**src/rtl/alarm_mode_controller_pkg.sv**
```systemverilog
// Shared types and constants for the alarm clock mode controller.
// State encoding, display selector codes and entry digit count.
package alarm_mode_controller_pkg;

  typedef enum logic [2:0] {
    ST_SHOW_TIME   = 3'd0,
    ST_ENTER_TIME  = 3'd1,
    ST_ENTER_ALARM = 3'd2,
    ST_RINGING     = 3'd3,
    ST_SNOOZE      = 3'd4
  } state_t;

  localparam logic [1:0] SEL_CURRENT = 2'd0;
  localparam logic [1:0] SEL_ALARM   = 2'd1;
  localparam logic [1:0] SEL_KEYPAD  = 2'd2;

  localparam logic [2:0] DIGITS_FULL = 3'd4;

endpackage

```
**src/rtl/alarm_mode_controller_btn_edge.sv**
```systemverilog
// Rising-edge detector on a registered previous value.
// Ports: clk, reset_n, btn (level in), rise (high while btn=1, prev=0).
module btn_edge (
  input  logic clk,
  input  logic reset_n,
  input  logic btn,
  output logic rise
);

  logic prev;

  always_ff @(posedge clk or negedge reset_n) begin
    if (!reset_n) prev <= 1'b0;
    else          prev <= btn;
  end

  assign rise = btn & ~prev;

endmodule

```
**src/rtl/alarm_mode_controller.sv**
```systemverilog
// Mode FSM: display select, keypad entry, load strobes, ring/snooze.
// Ports: buttons, tick_1hz, keypad/time buses in; selector, strobes out.
module alarm_mode_controller
  import alarm_mode_controller_pkg::*;
#(
  parameter int TIMEOUT_TICKS = 10,
  parameter int RING_TICKS    = 60,
  parameter int SNOOZE_TICKS  = 300
) (
  input  logic        clk,
  input  logic        reset_n,
  input  logic        tick_1hz,
  input  logic        set_time_btn,
  input  logic        set_alarm_btn,
  input  logic        confirm_btn,
  input  logic        snooze_btn,
  input  logic        show_alarm,
  input  logic        alarm_enable,
  input  logic        shift_pulse,
  input  logic [15:0] keypad_time,
  input  logic [15:0] current_time,
  input  logic [15:0] alarm_time,
  output logic [1:0]  selector,
  output logic        reset_shift,
  output logic        load_time,
  output logic        load_alarm,
  output logic        alarm_sound,
  output logic        entry_error
);

  localparam int MAX_A =
    (TIMEOUT_TICKS > RING_TICKS) ? TIMEOUT_TICKS : RING_TICKS;
  localparam int MAX_T =
    (MAX_A > SNOOZE_TICKS) ? MAX_A : SNOOZE_TICKS;
  localparam int CNT_W = $clog2(MAX_T + 1);

  localparam logic [CNT_W-1:0] TO_LAST =
    CNT_W'(TIMEOUT_TICKS - 1);
  localparam logic [CNT_W-1:0] RING_LAST =
    CNT_W'(RING_TICKS - 1);
  localparam logic [CNT_W-1:0] SNZ_LAST =
    CNT_W'(SNOOZE_TICKS - 1);

  function automatic logic bcd_valid(
    input logic [15:0] t
  );
    logic ok;
    ok = (t[15:12] <= 4'd2) &&
         (t[11:8]  <= 4'd9) &&
         (t[7:4]   <= 4'd5) &&
         (t[3:0]   <= 4'd9);
    if (t[15:12] == 4'd2 && t[11:8] > 4'd3)
      ok = 1'b0;
    return ok;
  endfunction

  logic st_rise, sa_rise, cf_rise, sn_rise;
  logic any_rise;

  btn_edge u_st (
    .clk(clk), .reset_n(reset_n),
    .btn(set_time_btn), .rise(st_rise)
  );
  btn_edge u_sa (
    .clk(clk), .reset_n(reset_n),
    .btn(set_alarm_btn), .rise(sa_rise)
  );
  btn_edge u_cf (
    .clk(clk), .reset_n(reset_n),
    .btn(confirm_btn), .rise(cf_rise)
  );
  btn_edge u_sn (
    .clk(clk), .reset_n(reset_n),
    .btn(snooze_btn), .rise(sn_rise)
  );

  assign any_rise = st_rise | sa_rise | cf_rise | sn_rise;

  state_t           state, state_n;
  logic [2:0]       digit_cnt, digit_eff;
  logic [CNT_W-1:0] tick_cnt;
  logic             match_q, match_d, ring_trig;
  logic             in_entry;

  logic [1:0] sel_n;
  logic       rs_n, lt_n, la_n, snd_n, err_n, err_set;

  // Only the rising edge of match rings, so a dismissed
  // alarm stays quiet for the rest of the matching minute.
  assign ring_trig = match_q & ~match_d;

  assign in_entry = (state == ST_ENTER_TIME) ||
                    (state == ST_ENTER_ALARM);

  // A digit arriving with confirm counts toward the entry.
  assign digit_eff =
    (shift_pulse && digit_cnt < DIGITS_FULL) ?
    digit_cnt + 3'd1 : digit_cnt;

  always_comb begin
    state_n = state;
    rs_n    = 1'b0;
    lt_n    = 1'b0;
    la_n    = 1'b0;
    err_set = 1'b0;
    unique case (state)
      ST_SHOW_TIME: begin
        if (ring_trig) begin
          state_n = ST_RINGING;
        end else if (st_rise) begin
          state_n = ST_ENTER_TIME;
          rs_n    = 1'b1;
        end else if (sa_rise) begin
          state_n = ST_ENTER_ALARM;
          rs_n    = 1'b1;
        end
      end
      ST_ENTER_TIME, ST_ENTER_ALARM: begin
        if (ring_trig) begin
          state_n = ST_RINGING;
        end else if (cf_rise) begin
          state_n = ST_SHOW_TIME;
          if (digit_eff == DIGITS_FULL &&
              bcd_valid(keypad_time)) begin
            lt_n = (state == ST_ENTER_TIME);
            la_n = (state == ST_ENTER_ALARM);
          end else begin
            err_set = 1'b1;
          end
        end else if (tick_1hz && !shift_pulse &&
                     tick_cnt == TO_LAST) begin
          state_n = ST_SHOW_TIME;
        end
      end
      ST_RINGING: begin
        if (cf_rise || !alarm_enable)
          state_n = ST_SHOW_TIME;
        else if (sn_rise)
          state_n = ST_SNOOZE;
        else if (tick_1hz && tick_cnt == RING_LAST)
          state_n = ST_SHOW_TIME;
      end
      ST_SNOOZE: begin
        if (cf_rise || !alarm_enable)
          state_n = ST_SHOW_TIME;
        else if (tick_1hz && tick_cnt == SNZ_LAST)
          state_n = ST_RINGING;
      end
      default: state_n = ST_SHOW_TIME;
    endcase

    unique case (state_n)
      ST_SHOW_TIME:
        sel_n = show_alarm ? SEL_ALARM : SEL_CURRENT;
      ST_ENTER_TIME, ST_ENTER_ALARM:
        sel_n = SEL_KEYPAD;
      default:
        sel_n = SEL_CURRENT;
    endcase

    snd_n = (state_n == ST_RINGING);

    if (err_set)       err_n = 1'b1;
    else if (any_rise) err_n = 1'b0;
    else               err_n = entry_error;
  end

  always_ff @(posedge clk or negedge reset_n) begin
    if (!reset_n) begin
      state       <= ST_SHOW_TIME;
      selector    <= SEL_CURRENT;
      reset_shift <= 1'b0;
      load_time   <= 1'b0;
      load_alarm  <= 1'b0;
      alarm_sound <= 1'b0;
      entry_error <= 1'b0;
      match_q     <= 1'b0;
      match_d     <= 1'b0;
    end else begin
      state       <= state_n;
      selector    <= sel_n;
      reset_shift <= rs_n;
      load_time   <= lt_n;
      load_alarm  <= la_n;
      alarm_sound <= snd_n;
      entry_error <= err_n;
      match_q     <= alarm_enable &&
                     (current_time == alarm_time);
      match_d     <= match_q;
    end
  end

  // Counters restart on every state entry and saturate.
  always_ff @(posedge clk or negedge reset_n) begin
    if (!reset_n) begin
      digit_cnt <= 3'd0;
      tick_cnt  <= '0;
    end else if (state_n != state) begin
      digit_cnt <= 3'd0;
      tick_cnt  <= '0;
    end else begin
      digit_cnt <= digit_eff;
      if (in_entry && shift_pulse)
        tick_cnt <= '0;
      else if (tick_1hz && tick_cnt != '1)
        tick_cnt <= tick_cnt + 1'b1;
    end
  end

endmodule

```
**config.mk**
```make
export PLATFORM = sky130hd
export DESIGN_NAME = alarm_mode_controller
export DESIGN_NICKNAME = d
export VERILOG_FILES = /design/src/rtl/alarm_mode_controller_pkg.sv /design/src/rtl/alarm_mode_controller_btn_edge.sv /design/src/rtl/alarm_mode_controller.sv
export SDC_FILE = /design/constraint.sdc
export NUM_CORES = 1
export LEC_CHECK = 0
export CORE_ASPECT_RATIO = 0.5
export CORE_MARGIN = 2
export CORE_UTILIZATION = 35
export DETAILED_ROUTE_END_ITERATION = 10
export DONT_BUFFER_PORTS = 1
export GPL_ROUTABILITY_DRIVEN = 0
export PLACE_DENSITY = 0.46
export SETUP_SLACK_MARGIN = 0.3
export SYNTH_ARGS = -nofsm -noshare
export SYNTH_HDL_FRONTEND = slang
export SYNTH_SLANG_ARGS = --single-unit
```
**constraint.sdc**
```tcl
create_clock -name clk -period 2.68 [get_ports clk]
set_clock_uncertainty 0.15 [all_clocks]
set_input_delay 0.402 -clock clk [delete_from_list [all_inputs] [get_ports clk]]
set_output_delay 0.402 -clock clk [all_outputs]
set_load 0.05 [all_outputs]
```
After elaboration in Yosys (flattened, before gate mapping):

Cells that the tools add are included.

* bits in registers: 28
* output and inout bits: 7
* word-level logic and storage cells: 115

* $add $sub $neg: 2
* magnitude comparators: 6
* equality and inequality tests: 15
* muxes and demuxes: 41
* bitwise gates (word level): 13
* reduce and logical (&&, ||, !) cells: 23

Operators by type and width (number)
* $mux W3: 13
* $mux W9: 3
* $mux W1: 23
* $eq A16 B16 Y1: 1
* $logic_and A1 B1 Y1: 13
* $eq A3 B2 Y1 const B: 4
* $pmux W3 S4: 1
* $add A9 B1 Y9 const B: 1
* $eq A9 B4 Y1 const B: 1
* $eq A9 B6 Y1 const B: 1
* $eq A9 B9 Y1 const B: 1
* $ne A9 B9 Y1 const B: 1
* $le A4 B4 Y1 const B: 2
* $eq A3 B1 Y1 const B: 2
* $eq A3 B3 Y1 const B: 2
* $logic_not A3 Y1: 2
* $and A1 B1 Y1: 5
* $not A1 Y1: 5
* $eq A4 B2 Y1 const B: 1
* $gt A4 B2 Y1 const B: 1
* $le A4 B2 Y1 const B: 1
* $le A4 B3 Y1 const B: 1
* $pmux W2 S2: 1
* $reduce_or A2 Y1: 2
* 8 further kinds: 12

Depth between registers and ports, before layout:

Gate-level depths: netlist of the first run.

* depth in word-level cells: 14
* mapped depth: 10
* gate-level depth less buffers: 10

Hierarchy:

A second synthesis of the first run with hierarchy kept.

* cells, all modules: 174
* area, all modules: 1794.2 sq um

Modules (own cells, without submodules)
* alarm_mode_controller: instances 1, cells an instance 166, area an instance 1639.1 sq um, sequential area each 600.6 sq um
* btn_edge: instances 4, cells an instance 2, area an instance 38.8 sq um, sequential area each 25.0 sq um

Worst setup path after synthesis of the first run:

Ideal clock, no wire load.

* kind: in2reg
* from: input port set_time_btn
* to: register tick_cnt[4]
* library setup time: 0.080 ns
* arrival: 1.907 ns
* setup slack: 0.543 ns
* stages: 7
* path buffers: 1
* cells stage by stage: or2b_2 > a2111oi_0 > a31oi_1 > nand3_2 > mux2_4 > buf_6 > nor3_4

* word-level cells in the longest chain between the ends: 6

RTL lines
* start, declared: RTL line alarm_mode_controller.sv:13 `input logic set_time_btn,`
* $and A1 B1 Y1 (*): RTL line alarm_mode_controller_btn_edge.sv:17 `assign rise = btn & ~prev;`
* $mux W3 (*): RTL line alarm_mode_controller.sv:110 `end else if (st_rise) begin`
* $mux W3 (*): RTL line alarm_mode_controller.sv:108 `if (ring_trig) begin`
* $pmux W3 S4 (*): RTL line alarm_mode_controller.sv:106 `unique case (state)`
* net state_n[0]: RTL line alarm_mode_controller.sv:79 `state_t state, state_n;`
* $ne A3 B3 Y1 (*): RTL line alarm_mode_controller.sv:198 `end else if (state_n != state) begin`
* $reduce_bool A3 Y1 (no line) or $mux W9 (tied branches)
* end signal, assigned: RTL line alarm_mode_controller.sv:206 `tick_cnt <= tick_cnt + 1'b1;`
* end, declared: RTL line alarm_mode_controller.sv:81 `logic [CNT_W-1:0] tick_cnt;`

Mark *: on every way through the listed nets, which the timed path passes. The rest lies on a longest branch.
A chain may end at the register's enable or synchronous reset.

Final worst setup path of the first run:

* from: register state[1]
* to: register tick_cnt[8]

* word-level cells in the longest chain between the ends: 6

RTL lines
* start, declared: RTL line alarm_mode_controller.sv:79
* start signal, assigned: RTL line alarm_mode_controller.sv:180 `state <= state_n;`
* $mux W3, on equally long branches: RTL line alarm_mode_controller.sv:140, alarm_mode_controller.sv:113, alarm_mode_controller.sv:130
* $mux W3, on equally long branches: RTL line alarm_mode_controller.sv:138, alarm_mode_controller.sv:110, alarm_mode_controller.sv:121
* $mux W3, on equally long branches: RTL line alarm_mode_controller.sv:136, alarm_mode_controller.sv:108, alarm_mode_controller.sv:119
* $pmux W3 S4: RTL line alarm_mode_controller.sv:106
* $ne A3 B3 Y1: RTL line alarm_mode_controller.sv:198
* $reduce_bool A3 Y1 (no line) or $mux W9 (tied branches)

Several ways; a longest one is shown, not always the timed one.

==> results.md, run 1 <==
* Async SR Flop Fraction at 100%
* Dpl hpwl at 2820 um
* Hold Startpoint: show_alarm
* # IOs at 65
* Distinct cells, synth at 46
* Seq cells post-synth at 28
* Vias in the first global route at 1204
* Cell Chain, Critical Path: nor2_1 -> nand4_1 -> nand2b_1 -> and3b_2 -> mux2i_4 -> buf_8 -> nor4b_4
* Fin. Hold Viols at 0
* Required time worst endpoint at 2.72 ns
* Fin Setup TNS at 0 ns
* I/O Buffers at 0
* Worst hold margin at 0.0848 ns
* Area leader, netlist: dfrtp_1
* Die W at 106 um
* Pre-CTS setup slack at 0.271 ns
* Pwr dens at 793 nW/um^2
* Die Area at 5810 um^2
* Detail Route Antenna Nets at 0
* Fin util at 42.5%
* Hold depth at 2
* DRC Markers at 0
* Post-Synthesis Cells at 174
* CTS Buf Count at 3
* Placed Cells at 240
* Top FF cell, synth: dfrtp_1
* Worst-Margin Slew at 0.471 ns
* Root Buffer: clkbuf_8
* Gr usage total at 14.1%
* Final Cycle Share at 85.3%
* Critical Path End Type: register
* Post-synth top area share at 38.6%
* Total power draw at 1.67 mW
* Relative slew slack at 68.6%
* Final wirelength at 3870 um
* Max Slew Vio Count at 0
* Startpoint types: register
* Core ar. at 4950 um^2
* Data arrival time of the critical path at 2.32 ns
* Ant diodes at 0
* Commonest cells post-synth: dfrtp_1 (28), xor2_1 (19), nand2_1 (14)
* Worst R2R Start: state[1]
* Post-Syn Area per Cell at 10.4 um^2
* Reg2reg setup slack at 0.39 ns
* Syn nets at 236
* Most frequent cell after synthesis: dfrtp_1
* Routed wl met3 at 195 um
* YS warnings at 0
* Largest net degree at the start of global routing at 29
* Met1 WL at 1930 um
* CTS tree: yes
* Max IR drop VDD at 0.355 mV
* Nets at 251
* Max Used Layer: met4
* Clock tree buffer depth at 2
* Clk sink count at 28
* Grt ovf at 0
* Design area at 2100 um^2
* Max Cap Viol at 0
* Finished Layout Cells at 258
* Worst path slowest cell: dfrtp_1
* Worst Reg-to-Reg Cells at 7
* Post-synth EDFFs at 0
* Netlist Area Pre-Place at 1810 um^2
* P&R area growth vs syn at 16.1%
* Cell depth of the worst setup path at 7
* Initial antenna violation count at 0
* Largest stage delay, worst path at 0.54 ns
* Metal2 WL at 1720 um
* Fillers at 505
* First-pass GRT wire length at 6060 um
* Setup slack after layout at 0.394 ns
* Reg clk slew, reported paths at 0.10 ns
* Initial Utilization at 36.6%
* Sequential fraction of the synthesis area at 38.6%
* Hold Crit Class: in -> reg
* RSZ-0062 raised after global routing: yes
* Vias/cell at 5.12
* Hold endpoint: selector[0]
* 1st-iter DRT viols at 53
* Worst-skew pair later-pin latency at 0.27 ns
* Tmin final at 2.29 ns
* Setup violators final at 0
* H-Tree Depth at 1
* Max FO, Critical Path at 12
* Critical path's top delay family: simple AND/OR/NAND/NOR gates
* Status: complete, no violations
* Placed cell area at 1840 um^2
* Vias at 1320
* Pleak at 0.870 nW
* Max frequency at 437 MHz
* DR WL/cell at 15.0 um
* Site Rows at 18
* Fraction of layout cells with a size suffix above 1 at 26.1%
* Synth top area cells: dfrtp_1 (39%), xor2_1 (9.2%), nor3_2 (5.0%)
* First-pass DRT Iterations at 4
* CP bufs+invs at 1
* Worst flop-to-flop path endpoint: tick_cnt[8]
* Die Span Y at 54.9 um
* Kind of critical path: reg -> reg
## cells by family after synthesis
family          count (synthesis)  share of synthesized area, %
mux                             4                          3.17
fa+ha+maj                       4                          2.76
simple gates                   83                          31.2
buf+inv                        11                          4.76
compound gates                 19                          7.39
flops                          28                          38.6
xor+xnor                       25                          12.1
## worst max path at each step
stage,slack (ns),startpoint,end
floorplan,0.54,set_time_btn,tick_cnt[4]
global placement,0.30,tick_cnt[1],tick_cnt[8]
detailed placement,0.27,tick_cnt[1],tick_cnt[8]
CTS,0.32,tick_cnt[6],tick_cnt[8]
global route,0.27,tick_cnt[7],tick_cnt[8]
finish,0.39,state[1],tick_cnt[8]
## power by group
group / switching [mW] / internal (mW) / leakage, nW
logic: 0.392 / 0.332 / 0.476
clock network: 0.131 / 0.132 / 0.0288
registers: 0.189 / 0.494 / 0.365
total: 0.712 / 0.957 / 0.870
## flip-flops by register name, summed over array words and instances, names as in the netlist, 2 cells and up
register / flops
selector: 2
state: 3
tick_cnt: 9
digit_cnt: 3
## cell usage in the layout (no fill, tap or decap), types with 5 or more instances in the layout
cell            n
nor2_1          5
nand4_1         5
dfrtp_2         5
xor2_1         19
dlygate4sd3_1   5
dfrtp_1        23
nor4_1          5
nor3_2         10
nor3_1          9
xnor2_1         6
inv_1           6
buf_4           6
nand2_1        14
nand3_1         7
## final cells by class
cell class | instances | area [um^2] | area share [%]
Sequential cell | 28 | 707 | 33.6
Tap cell | 70 | 87.6 | 4.16
Inverter | 6 | 22.5 | 1.07
Timing Repair Buffer | 14 | 141 | 6.72
Multi-Input combinational cell | 136 | 1090 | 51.8
Clock buffer | 4 | 55.1 | 2.62
## worst register-to-register path, stage by stage, from the launching register on
cell and delay (ns):
dfrtp_1 0.54, nor2_1 0.26, nand4_1 0.17, nand2b_1 0.20, and3b_2 0.24, mux2i_4 0.19
buf_8 0.18, nor4b_4 0.26
## metal layers
layer	track usage (%)	up-vias
li1	-	647
met1	18.9	626
met2	23.9	45
met3	3.51	2
met4	3.29	0
met5	0	-
## timing repair
item	4_1_cts	5_1_grt
hold buffers	6	0
hold endpoints to repair	32	0
cloned	1	0
pin swaps	1	9
endpoints found under the setup margin	1	12
buffers inserted	1	6
resized for setup	2	15
Power figures use the tool's default switching activity.
==> run 2: changes to the inputs <==
Settings changed: PLACE_DENSITY 0.46 to not set.
==> run 2 against run 1 <==
Effect of this change: utilization fell by 0.73 points; final area decreased by 1.7%; maximum frequency increased by 0.70%; non-clock buffer count increased by 2; final cell count up 0.78%; routed wire length shrank 3.5%; setup slack improved by 0.016 ns; first-iteration DRC count is 23% higher; sequential power down 0.7%; count of clock-buffer cells in the layout did not move; combinational power up 0.7%; die area is the same; largest cell class unchanged.
==> results.md, run 2 (synthesis results as in run 1) <==
* I/O Buffers at 0
* Ant diodes at 0
* Psw at 0.699 mW
* Finished Layout Cells at 260
* Largest net degree at the start of global routing at 29
* Internal at 0.977 mW
* Initial antenna violation count at 0
* First-pass DRT Iterations at 4
* Critical Path End Type: register
* Fin Setup TNS at 0 ns
* Tmin final at 2.27 ns
* CTS tree: yes
* Pleak at 0.873 nW
* Kind of critical path: reg -> reg
* Largest registers: tick_cnt: 9 flops, digit_cnt: 3 flops, state: 3 flops
* Total power draw at 1.68 mW
* Nets at 253
* Sw Share at 41.7%
* Core ar. at 4950 um^2
* Top reg by flops: tick_cnt
* Worst hold margin at 0.0862 ns
* Root Buffer: clkbuf_8
* Setup violators final at 0
* Seq pwr share at 40.5%
* Pre-CTS setup slack at 0.298 ns
* Grt ovf at 0
* Vias/cell at 5.13
* Placed Cells at 240
* Max IR drop VDD at 0.372 mV
* Worst path slowest cell: dfrtp_2
* Required time worst endpoint at 2.73 ns
* Setup slack after layout at 0.409 ns
* CTS Buf Count at 3
* Fin util at 41.7%
* Placed cell area at 1840 um^2
* Commonest non-fill, non-tap cell in the layout: dfrtp_1
* Data arrival time of the critical path at 2.32 ns
* Initial Utilization at 36.6%
* Gr usage total at 13.2%
* Vias at 1334
* Hold Crit Class: in -> reg
* Final wirelength at 3740 um
* Hold depth at 2
* Largest stage delay, worst path at 0.45 ns
* RSZ-0062 raised after global routing: yes
* Final Cycle Share at 84.7%
* Max Cap Viol at 0
* Critical path's top delay family: simple AND/OR/NAND/NOR gates
* Reg clk slew, reported paths at 0.10 ns
* Worst-Margin Slew at 0.519 ns
* Dpl hpwl at 2720 um
* First-pass GRT wire length at 5850 um
* Fin. Hold Viols at 0
* CP bufs+invs at 1
* Die W at 106 um
* Most frequent cells in the layout: dfrtp_1 (26), xor2_1 (19), nand2_1 (14)
* Site Rows at 18
* Vias in the first global route at 1213
* DRC Markers at 0
* Status: complete, no violations
* Clock share of power at 16.1%
* Die Span Y at 54.9 um
* Fillers at 480
* Cell depth of the worst setup path at 7
* Die Area at 5810 um^2
* Worst-skew pair later-pin latency at 0.28 ns
* # IOs at 65
* Max frequency at 440 MHz
* Max Slew Vio Count at 0
* Clk sink count at 28
* P&R area growth vs syn at 14.1%
* Design area at 2070 um^2
* Detail Route Antenna Nets at 0
* Startpoint types: register
* Worst Reg-to-Reg Cells at 7
* Relative slew slack at 65.4%
* Clock tree buffer depth at 2
* Max FFs per register at 9
* DR WL/cell at 14.4 um
* Cell Chain, Critical Path: nor4b_4 -> nor3b_4 -> nand2b_1 -> and3b_2 -> mux2i_4 -> buf_6 -> nor4b_2
* Combinational share of power at 43.4%
* 1st-iter DRT viols at 65
* H-Tree Depth at 1
* Pwr dens at 810 nW/um^2
* Max FO, Critical Path at 12
* Fraction of layout cells with a size suffix above 1 at 24.2%
==> run 2: worst paths after layout <==
kind,startpoint,to,slack (ns)
max,tick_cnt[7],tick_cnt[8],0.41
min,show_alarm,selector[0],0.09
max reg2reg,tick_cnt[7],tick_cnt[8],0.41
min reg2reg,match_q,match_d,0.25
max in group asynchronous,reset_n,tick_cnt[2],1.83
min in group asynchronous,reset_n,u_cf.prev,0.38
==> run 2: what timing repair did <==
item	in CTS	in global routing
buffers inserted	0	9
pin swaps	0	3
gates resized for setup	1	5
cloned	0	1
setup endpoints to repair	1	11
hold buffers	6	0
endpoints found under the hold margin	32	0
==> run 2: worst register-to-register path, cell delays in order, from the launching register on <==
cell,delay [ns]
dfrtp_2,0.45
nor4b_4,0.37
nor3b_4,0.28
nand2b_1,0.11
and3b_2,0.25
mux2i_4,0.19
buf_6,0.18
nor4b_2,0.21
==> run 2: power by group through the flow <==
stage          combinational [mW]  clock, mW  sequential [mW]
6_report                    0.728      0.270            0.678
2_1_floorplan               0.557          0            0.633
5_1_grt                     0.794      0.291            0.692
3_3_place_gp                0.544          0            0.680
4_1_cts                     0.575      0.271            0.678
3_5_place_dp                0.553          0            0.687
==> run 2: final cells by class <==
type                    instances  area [um^2]  area share (%)
clock buffers                   4         55.1            2.66
inverters                       6         22.5            1.09
multi-input cells             136         1050            50.8
flip-flops and latches         28          703            34.0
well taps                      70         87.6            4.23
repair buffers                 16          149            7.20
==> run 2: routing by layer <==
metal  global-route usage, %  part of all wire [%]  vias up
met5                       0                     0        -
met4                    4.61                   1.5        0
met3                    2.93                   4.7        5
met2                    23.2                    49       30
met1                    16.6                    45      649
li1                        -                     -      650
==> run 3: changes to the inputs <==
Clock period 2.68 ns to 2.4 ns, I/O delays scaled along.
==> run 3 against run 2 <==
Effect of this change: critical endpoint unchanged; sequential cell count stayed put; combinational power increased by 18%; utilization is 1.1 points higher; non-clock buffer count is the same; highest routed layer unchanged.
==> results.md, run 3 (synthesis results as in run 1) <==
* First-pass GRT wire length at 6130 um
* Largest net degree at the start of global routing at 29
* Commonest non-fill, non-tap cell in the layout: dfrtp_1
* Most frequent cells in the layout: dfrtp_1 (26), xor2_1 (19), nand2_1 (14)
* Max FO, Critical Path at 6
* Startpoint types: register
* Worst hold margin at 0.0701 ns
* Top reg by flops: tick_cnt
* Max FFs per register at 9
* DR WL/cell at 14.9 um
* Combinational share of power at 44.8%
* Internal at 1.11 mW
* Reg clk slew, reported paths at 0.10 ns
* Worst-skew pair later-pin latency at 0.27 ns
* Initial Utilization at 36.6%
* CTS tree: yes
* Total power draw at 1.91 mW
* Relative slew slack at 65.6%
* Placed cell area at 1870 um^2
* Setup violators final at 0
* Die Area at 5810 um^2
* CTS Buf Count at 3
* Sw Share at 41.9%
* Clk sink count at 28
* Die Span Y at 54.9 um
* Critical Path End Type: register
* I/O Buffers at 0
* # IOs at 65
* Fin util at 42.9%
* Die W at 106 um
* Max Slew Vio Count at 0
* RSZ-0062 raised after global routing: yes
* Max Cap Viol at 0
* Required time worst endpoint at 2.44 ns
* First-pass DRT Iterations at 5
* Max IR drop VDD at 0.423 mV
* Nets at 253
* Clock share of power at 15.2%
* Worst-Margin Slew at 0.516 ns
* Setup slack after layout at 0.153 ns
* Grt ovf at 0
* Kind of critical path: reg -> reg
* Pwr dens at 899 nW/um^2
* Status: complete, no violations
* Fin. Hold Viols at 0
* Vias in the first global route at 1288
* DRC Markers at 0
* Pleak at 0.891 nW
* Max frequency at 445 MHz
* Design area at 2120 um^2
* Detail Route Antenna Nets at 0
* Fin Setup TNS at 0 ns
* Data arrival time of the critical path at 2.29 ns
* Pre-CTS setup slack at 0.0846 ns
* Tmin final at 2.25 ns
* Clock tree buffer depth at 2
* Fraction of layout cells with a size suffix above 1 at 26.3%
* Site Rows at 18
* H-Tree Depth at 1
* Vias at 1356
* Reg2reg setup slack at 0.15 ns
* Finished Layout Cells at 260
* Final wirelength at 3860 um
* Area taken by multi-input logic gates at 1080 um^2
* Initial antenna violation count at 0
* Gr usage total at 13.8%
* Sequential cell area at 703 um^2
* Fillers at 472
* Final Cycle Share at 93.6%
* Placed Cells at 242
* Root Buffer: clkbuf_8
* Vias/cell at 5.22
* Hold Crit Class: in -> reg
* Core ar. at 4950 um^2
* P&R area growth vs syn at 17.2%
* Dpl hpwl at 2710 um
* Ant diodes at 0
* Largest registers: tick_cnt: 9 flops, digit_cnt: 3 flops, state: 3 flops
* Psw at 0.800 mW
* Seq pwr share at 40.1%
* 1st-iter DRT viols at 86
## run 3: cell count changes in the layout (fill, tap and decap cells not counted), sizes merged
cell / before / now
buf: 11 / 10
clkbuf: 4 / 5
## run 3: power by group through the flow
stage	sequential, mW	combinational (mW)	clock [mW]
global route	0.774	0.927	0.320
CTS	0.760	0.776	0.298
floorplan	0.707	0.622	0
finish	0.765	0.856	0.290
detailed placement	0.765	0.676	0
global placement	0.761	0.663	0
## run 3: layout make-up
type	count	area share, %
Sequential cell	28	33.1
Tap cell	70	4.12
Clock buffer	4	2.59
Multi-Input combinational cell	136	50.9
Inverter	6	1.06
Timing Repair Buffer	16	8.24
## run 3: repair_timing
action	in CTS	in global routing
setup buffers	6	0
cloned	1	1
pin swaps	3	1
gates resized for setup	8	3
endpoints found under the setup margin	12	14
hold buffers	6	0
endpoints found under the hold margin	32	0
## run 3: per-layer routing
metal  routed length (um)  vias up  GRT usage (%)
met5                    0        -              0
met4                   24        0           3.51
met3                  200        2           3.51
met2                 1870       43           24.7
met1                 1770      657           17.2
li1                     -      654              -
## run 3: path summary, 6_finish.rpt
path / from / end / cells past startpoint
min in group asynchronous: reset_n / tick_cnt[7] / 2
max in group asynchronous: reset_n / state[0] / 2
max reg2reg: tick_cnt[2] / tick_cnt[8] / 7
max: tick_cnt[2] / tick_cnt[8] / 7
min reg2reg: match_q / match_d / 0
min: show_alarm / selector[0] / 2
## run 3: worst max-delay path, stage by stage, from the launching register on
cell and delay [ns]:
dfrtp_2 0.44, nor4b_4 0.37, nor3b_4 0.28, nand2b_1 0.11, and3b_2 0.24, mux2i_4 0.22
buf_12 0.17, nor4b_2 0.19
